[config.mk]
export PLATFORM = sky130hd
export DESIGN_NAME = issue_hazard_ctrl
export DESIGN_NICKNAME = d
export VERILOG_FILES = /design/src/rtl/issue_hazard_ctrl.sv
export SDC_FILE = /design/constraint.sdc
export NUM_CORES = 1
export LEC_CHECK = 0
export ABC_AREA = 0
export BUFFER_PORTS_ARGS = -buffer_cell sky130_fd_sc_hd__buf_4
export CAP_MARGIN = 20
export CORE_MARGIN = 2
export CORE_UTILIZATION = 50
export CTS_BUF_LIST = sky130_fd_sc_hd__clkbuf_2 sky130_fd_sc_hd__clkbuf_4 sky130_fd_sc_hd__clkbuf_8
export CTS_CLUSTER_SIZE = 10
export DETAILED_ROUTE_END_ITERATION = 10
export GPL_TIMING_DRIVEN = 0
export PLACE_DENSITY = 0.69
export SLEW_MARGIN = 25
export SYNTH_ARGS = -nofsm -noshare
export SYNTH_HDL_FRONTEND = slang
export SYNTH_SLANG_ARGS = --single-unit
[constraint.sdc]
create_clock -name clk -period 6 [get_ports clk]
set_input_delay 0.9 -clock clk [delete_from_list [all_inputs] [get_ports clk]]
set_output_delay 0.9 -clock clk [all_outputs]
set_load 0.1 [all_outputs]
[src/rtl/issue_hazard_ctrl.sv]
`default_nettype none
// +----------------------------------------------------------------------------+
// | issue_hazard_ctrl: decode-stage per-register scoreboard deciding issue or  |
// | stall (RAW/WAW/backpressure). Optional perf counters: HAZARD_PERF_CNT_EN.  |
// | Rev 1.0                                                                    |
// +----------------------------------------------------------------------------+

`ifndef ARCH_REG_INDEX_SIZE
`define ARCH_REG_INDEX_SIZE 5
`endif
`ifndef WORD_SIZE
`define WORD_SIZE 32
`endif

module issue_hazard_ctrl #(
   parameter int NUM_REGS = 32,
   parameter int LOAD_LAT = 2,
   parameter int MUL_LAT  = 5,
   parameter int CNT_W    = 3
) (
   input  logic                            clk,
   input  logic                            rst,
   input  logic                            dec_valid,
   input  logic [`ARCH_REG_INDEX_SIZE-1:0] rs1,
   input  logic [`ARCH_REG_INDEX_SIZE-1:0] rs2,
   input  logic [`ARCH_REG_INDEX_SIZE-1:0] rd,
   input  logic                            uses_rs1,
   input  logic                            uses_rs2,
   input  logic                            writes_rd,
   input  logic                            is_load,
   input  logic                            is_mul,
   input  logic                            ex_ready,
   input  logic                            flush,
   output logic                            issue,
   output logic                            stall,
   output logic                            raw_hazard,
   output logic                            waw_hazard
`ifdef HAZARD_PERF_CNT_EN
   ,
   output logic [`WORD_SIZE-1:0]           raw_stall_cycles,
   output logic [`WORD_SIZE-1:0]           waw_stall_cycles,
   output logic [`WORD_SIZE-1:0]           bp_stall_cycles
`endif
);

   localparam logic [CNT_W-1:0] c_mul_cnt  = CNT_W'(MUL_LAT - 1);
   localparam logic [CNT_W-1:0] c_load_cnt = CNT_W'(LOAD_LAT - 1);

   generate
      if ((MUL_LAT - 1) > (2**CNT_W - 1) || (LOAD_LAT - 1) > (2**CNT_W - 1)) begin : g_cnt_w_check
         $error("issue_hazard_ctrl: CNT_W too narrow for MUL_LAT/LOAD_LAT");
      end
   endgenerate

   // Entry 0 exists only so rs/rd can index directly; it is held at zero.
   logic [CNT_W-1:0] cnt_q [NUM_REGS];
   logic [CNT_W-1:0] cnt_d [NUM_REGS];

   logic [CNT_W-1:0] w_lat_new;
   logic             w_rs1_busy;
   logic             w_rs2_busy;

   always_comb begin
      w_lat_new  = is_mul ? c_mul_cnt : (is_load ? c_load_cnt : '0);
      w_rs1_busy = uses_rs1 && (rs1 != '0) && (cnt_q[rs1] != '0);
      w_rs2_busy = uses_rs2 && (rs2 != '0) && (cnt_q[rs2] != '0);
      raw_hazard = dec_valid && (w_rs1_busy || w_rs2_busy);
      // A newer write must not retire before an older, longer-latency one.
      waw_hazard = dec_valid && writes_rd && (rd != '0) && (cnt_q[rd] > w_lat_new);
      issue      = dec_valid && ex_ready && !flush && !raw_hazard && !waw_hazard;
      stall      = dec_valid && !flush && (raw_hazard || waw_hazard || !ex_ready);
   end

   always_comb begin
      for (int r = 0; r < NUM_REGS; r++) begin
         cnt_d[r] = cnt_q[r];
         if (ex_ready && (cnt_q[r] != '0)) begin
            cnt_d[r] = cnt_q[r] - CNT_W'(1);
         end
      end
      if (issue && writes_rd && (rd != '0)) begin
         cnt_d[rd] = w_lat_new;
      end
      cnt_d[0] = '0;
   end

   always_ff @(posedge clk) begin
      if (rst) begin
         for (int r = 0; r < NUM_REGS; r++) begin
            cnt_q[r] <= '0;
         end
      end else begin
         cnt_q <= cnt_d;
      end
   end

`ifdef HAZARD_PERF_CNT_EN
   logic [`WORD_SIZE-1:0] raw_cnt_q;
   logic [`WORD_SIZE-1:0] waw_cnt_q;
   logic [`WORD_SIZE-1:0] bp_cnt_q;

   // Each stalled cycle is charged to exactly one cause, RAW first.
   always_ff @(posedge clk) begin
      if (rst) begin
         raw_cnt_q <= '0;
         waw_cnt_q <= '0;
         bp_cnt_q  <= '0;
      end else if (stall) begin
         if (raw_hazard) begin
            raw_cnt_q <= raw_cnt_q + 1'b1;
         end else if (waw_hazard) begin
            waw_cnt_q <= waw_cnt_q + 1'b1;
         end else begin
            bp_cnt_q <= bp_cnt_q + 1'b1;
         end
      end
   end

   assign raw_stall_cycles = raw_cnt_q;
   assign waw_stall_cycles = waw_cnt_q;
   assign bp_stall_cycles  = bp_cnt_q;
`endif

endmodule

`default_nettype wire

# Word level (Yosys, flattened, before mapping)

Index checks and enable logic that the tools add are counted.

Flip-flop bits (word level): 96

$add $sub $neg: 32
$lt $le $gt $ge: 5
Muxes and demuxes: 47
Bitwise gates (word level): 3
Reduce and logical (&&, ||, !) cells: 93

Operator list:

| kind                | number |
|---|---|
| $mux 3              | 40 |
| $reduce_bool 3->1   | 34 |
| $bwmux 96           | 1 |
| $sub 3x1->3 const B | 32 |
| $mux 93             | 1 |
| $logic_and 1x1->1   | 49 |
| $bmux 3 s5          | 3 |
| $ge 6x6->1 const B  | 3 |
| $not 5->6           | 3 |
| $demux 3 s5         | 1 |
| $reduce_bool 5->1   | 3 |
| $lt 6x1->1 const B  | 1 |
| $logic_not 1->1     | 4 |
| $gt 3x3->1          | 1 |
| $logic_or 1x1->1    | 3 |
| $mux 1              | 1 |

# Logic depth before layout (Yosys ltp)

Depth in word-level cells: 14
Gate-level depth with buffers: 18
Gate-level depth less buffers: 13

# Worst setup path after synthesis

Ideal clock, no wire load.

Kind: input port to output port
From: input port rd[1]
To: output port issue
Arrival: 6.647 ns
Setup slack: -1.547 ns
Stages on the path: 14
Path buffers: 5
Cell sequence: buf_2 > buf_2 > buf_1 > buf_1 > mux4_2 > a222oi_1 > o21ai_0 > ha_1 > nand2b_1 > a21oi_1 > a211oi_2 > a31oi_2 > buf_6 > nor4_1

Cells in the longest elaborated chain, start to end: 8
Elaborated cells on any way between the ends: 10

Ends and longest elaborated chain:

| item                                      | line | RTL |
|---|---|---|
| start, declared                           | 26   | `` input logic [`ARCH_REG_INDEX_SIZE-1:0] rd, `` |
| $not 5->6 (implied by the code)           | 69   | `waw_hazard = dec_valid && writes_rd && (rd != '0) && (cnt_q[rd] > w_lat_new);` |
| $bmux 3 s5                                | 69   |  |
| $mux 3 (implied by the code) (2 in a row) | 69   |  |
| $gt 3x3->1                                | 69   |  |
| $logic_and 1x1->1 *                       | 69   |  |
| via waw_hazard                            | 37   | `output logic waw_hazard` |
| $logic_not 1->1 *                         | 70   | `issue = dec_valid && ex_ready && !flush && !raw_hazard && !waw_hazard;` |
| $logic_and 1x1->1 *                       | 70   |  |
| end, declared                             | 34   | `output logic issue,` |

The timed path passes the listed nets; every way through them passes the cells marked *. The select of a mux whose other input is x is not followed.

# Worst setup path in the final report

From: input port rd[1]
To: output port stall

Cells in the longest elaborated chain, start to end: 9
Elaborated cells on any way between the ends: 11

Ends and longest elaborated chain:

| item                                      | line | RTL |
|---|---|---|
| $not 5->6 (implied by the code)           | 69   |  |
| $bmux 3 s5                                | 69   |  |
| $mux 3 (implied by the code) (2 in a row) | 69   |  |
| $gt 3x3->1                                | 69   |  |
| $logic_and 1x1->1 *                       | 69   |  |
| $logic_or 1x1->1 * (2 in a row)           | 71   | `stall = dec_valid && !flush && (raw_hazard \|\| waw_hazard \|\| !ex_ready);` |
| $logic_and 1x1->1 *                       | 71   |  |
| end, declared                             | 35   | `output logic stall,` |

Mark *: on every way between the ends. The rest lies on a longest branch, timed or not. The select of a mux whose other input is x is not followed.

==> results.yml <==
cts:
  root_buffer: "clkbuf_8"
  cts_buffers: 9
  h-tree-depth: 3
  clock_path_buffers: 2
  cts.sinks: 93
  clkTransAtPathRegs_ns: 0.09
  clkLatencyLatePin_ns: 0.41
  tritoncts: "built"
  cts_hold_buf: 0
global_route:
  grt_pass1_vias: 6551
  grt-ovfl-total: 0
  grt_max_degree: 29
  grt_antenna_before_repair: 0
  grt_first_pass_wirelength_um: 36900
  gr-usage-all-layers: 0.291
yosys:
  synth.area.top_cells: "dfxtp_1 (24%), ha_1 (10%), mux4_2 (7.7%)"
  syn_area_um2: 7880
  yosys_warnings: 0
  ys_types: 61
  netlist_instances: 904
  synth-seq-cells: 93
  post-synth-top-count-cell: "nor2_1"
  synth_top_area_frac: 0.236
  synth_flop_cell: "dfxtp_1"
  async_reset_ff_frac: 0
  yosysSeqAreaShare: 0.236
  synth_common_cells: "nor2_1 (126), inv_1 (101), dfxtp_1 (93)"
  synth-edff-count: 0
  syn_area_per_cell_um2: 8.72
  synthesis.nets: 993
  synth_largest_area_cell: "dfxtp_1"
place:
  dp.final_hpwl_um: 17800
  io_buffers: 23
  routabilityCongestion: 1.05
  dpl-instance-area_um2: 8350
floorplan:
  die_width_um: 130
  core_region_area_um2: 15300
  pin_count: 29
  initial_core_util: 0.515
  dieArea_um2: 16800
  dieHeight_um: 130
  core.rowCount: 45
final_layout:
  top_register: "cnt_q"
  fin_util: 0.557
  synthToLayoutAreaGrowth_pct: 8.17
  fill_cells: 1461
  reg_top3: "cnt_q (93)"
  drive_above_1_share: 0.187
  largest_reg_flops: 93
  final_area_um2: 8530
  layout.nets: 1024
  diodes: 0
timing:
  fin_hold_ws_ns: 0.600
  tightest_slew_ns: 1.01
  layout_min_cycle_time_ns: 5.65
  fin_worst_skew_ns: 0.0180
  slew_violations: 0
  setup_tns_ns: 0
  finalHoldViolations: 0
  timing.final.crit_share: 0.942
  finalSetupViolCount: 0
  maxSlewHeadroom: 0.312
  rsz0062_at_grt: "no"
  fmax_mhz: 177
critical_path:
  cp_data_arrival_time_ns: 4.75
  crit_fanout: 28
  end_kind: "output port"
  crit_required_ns: 5.10
  critical_path_class: "input pin to output port"
  r2r_cells: 14
  start_kind: "input pin"
pwr:
  seq_power_share: 0.344
  ir_worst_vdd_uv: 177
  power_mw: 3.57
  switching_share: 0.441
  power.switching_mw: 1.57
  power_density_nw_per_um2: 419
  p_leak_nw: 3.34
  combPwrFrac: 0.539
  power_frac_clock: 0.117
  internal-power_mw: 2.00
detailed_routing:
  routed_wl_um: 23000
  dr.pass1.iters: 6
  viasPerCell: 6.04
  ant_nets: 0
  wl_per_cell_um: 20.0
  vias: 6949
  first_iter_violations: 695
  drc: 0
job:
  cap_violations: 0
worst_hold_path:
  hold_path_depth: 2
  hold_path_class: "flip-flop to flip-flop"
status:
  status: "completed"
worst max-delay path, cell delays in order:
cell and delay, ns:
buf_2 0.22, buf_2 0.57, mux4_2 0.43, nand3b_1 0.10, o21ai_0 0.13, a222oi_1 0.22
o21ai_0 0.19, ha_1 0.33, nand2b_1 0.15, a21oi_1 0.18, a211oi_2 0.07, a31oi_4 0.42
buf_6 0.24, nor2_1 0.08, a31oi_4 0.20, buf_4 0.30
through the flow:
stage	std cells	setup WS (ns)
after floorplan	904	0.285
after global placement	1138	-0.699
after detailed placement	1138	-0.659
after CTS	1152	0.00386
after global routing	1151	0.194
final	1151	0.346
layout make-up:
cell class	instances	area, um^2	share of cell area
multi-input combinational	658	5430	0.637
clock inverter	4	22.5	0.00264
buffer	48	234	0.0274
timing repair buffer	23	173	0.0202
tap	211	264	0.0310
inverter	102	383	0.0449
sequential	93	1860	0.218
clock buffer	12	159	0.0186
worst paths after layout:
kind | startpoint | endpoint | slack, ns
worst min register to register | cnt_q[61] | cnt_q[61] | 0.60
worst max-delay path | rd[1] | stall | 0.35
worst min-delay path | cnt_q[61] | cnt_q[61] | 0.60
worst max register to register | cnt_q[59] | cnt_q[39] | 2.46
routing by layer:
metal,wire length [um],global-route usage
met3,2060,0.0789
met2,10000,0.449
met5,0,0
met1,10400,0.397
met4,568,0.0917
logic make-up after synthesis:
kind of cell	share of synthesized area
XOR/XNOR	0.0344
AND/OR/NAND/NOR	0.251
multiplexers	0.178
adder cells (fa/ha/maj)	0.102
buffers and inverters	0.0798
AO/OA/AOI/OAI	0.119
flip-flops	0.236
power groups by stage:
stage / clock, mW / sequential (mW) / combinational, mW
after global routing: 0.451 / 1.27 / 2.21
after CTS: 0.427 / 1.22 / 1.92
after floorplan: 0 / 1.10 / 1.57
after detailed placement: 0 / 1.23 / 1.91
after global placement: 0 / 1.22 / 1.85
final: 0.418 / 1.23 / 1.92
placed cells by master, fill, tap and decap left out, drive strengths merged, types with 20 or more instances in the layout:
cell type,count
nand3,37
mux4,27
xnor2,31
nor2,126
mux2,34
nor4,20
mux2i,31
ha,64
buf,43
nand2,33
dfxtp,93
nor3,55
a21oi,23
o21ai,24
a211o,27
inv,101
clkbuf,40
what timing repair did:
item,4_1_cts,5_1_grt
resized for setup,0,1
pin swaps,0,0
buffers inserted,0,0
endpoints found under the setup margin,3,1
Power figures use the tool's default switching activity.
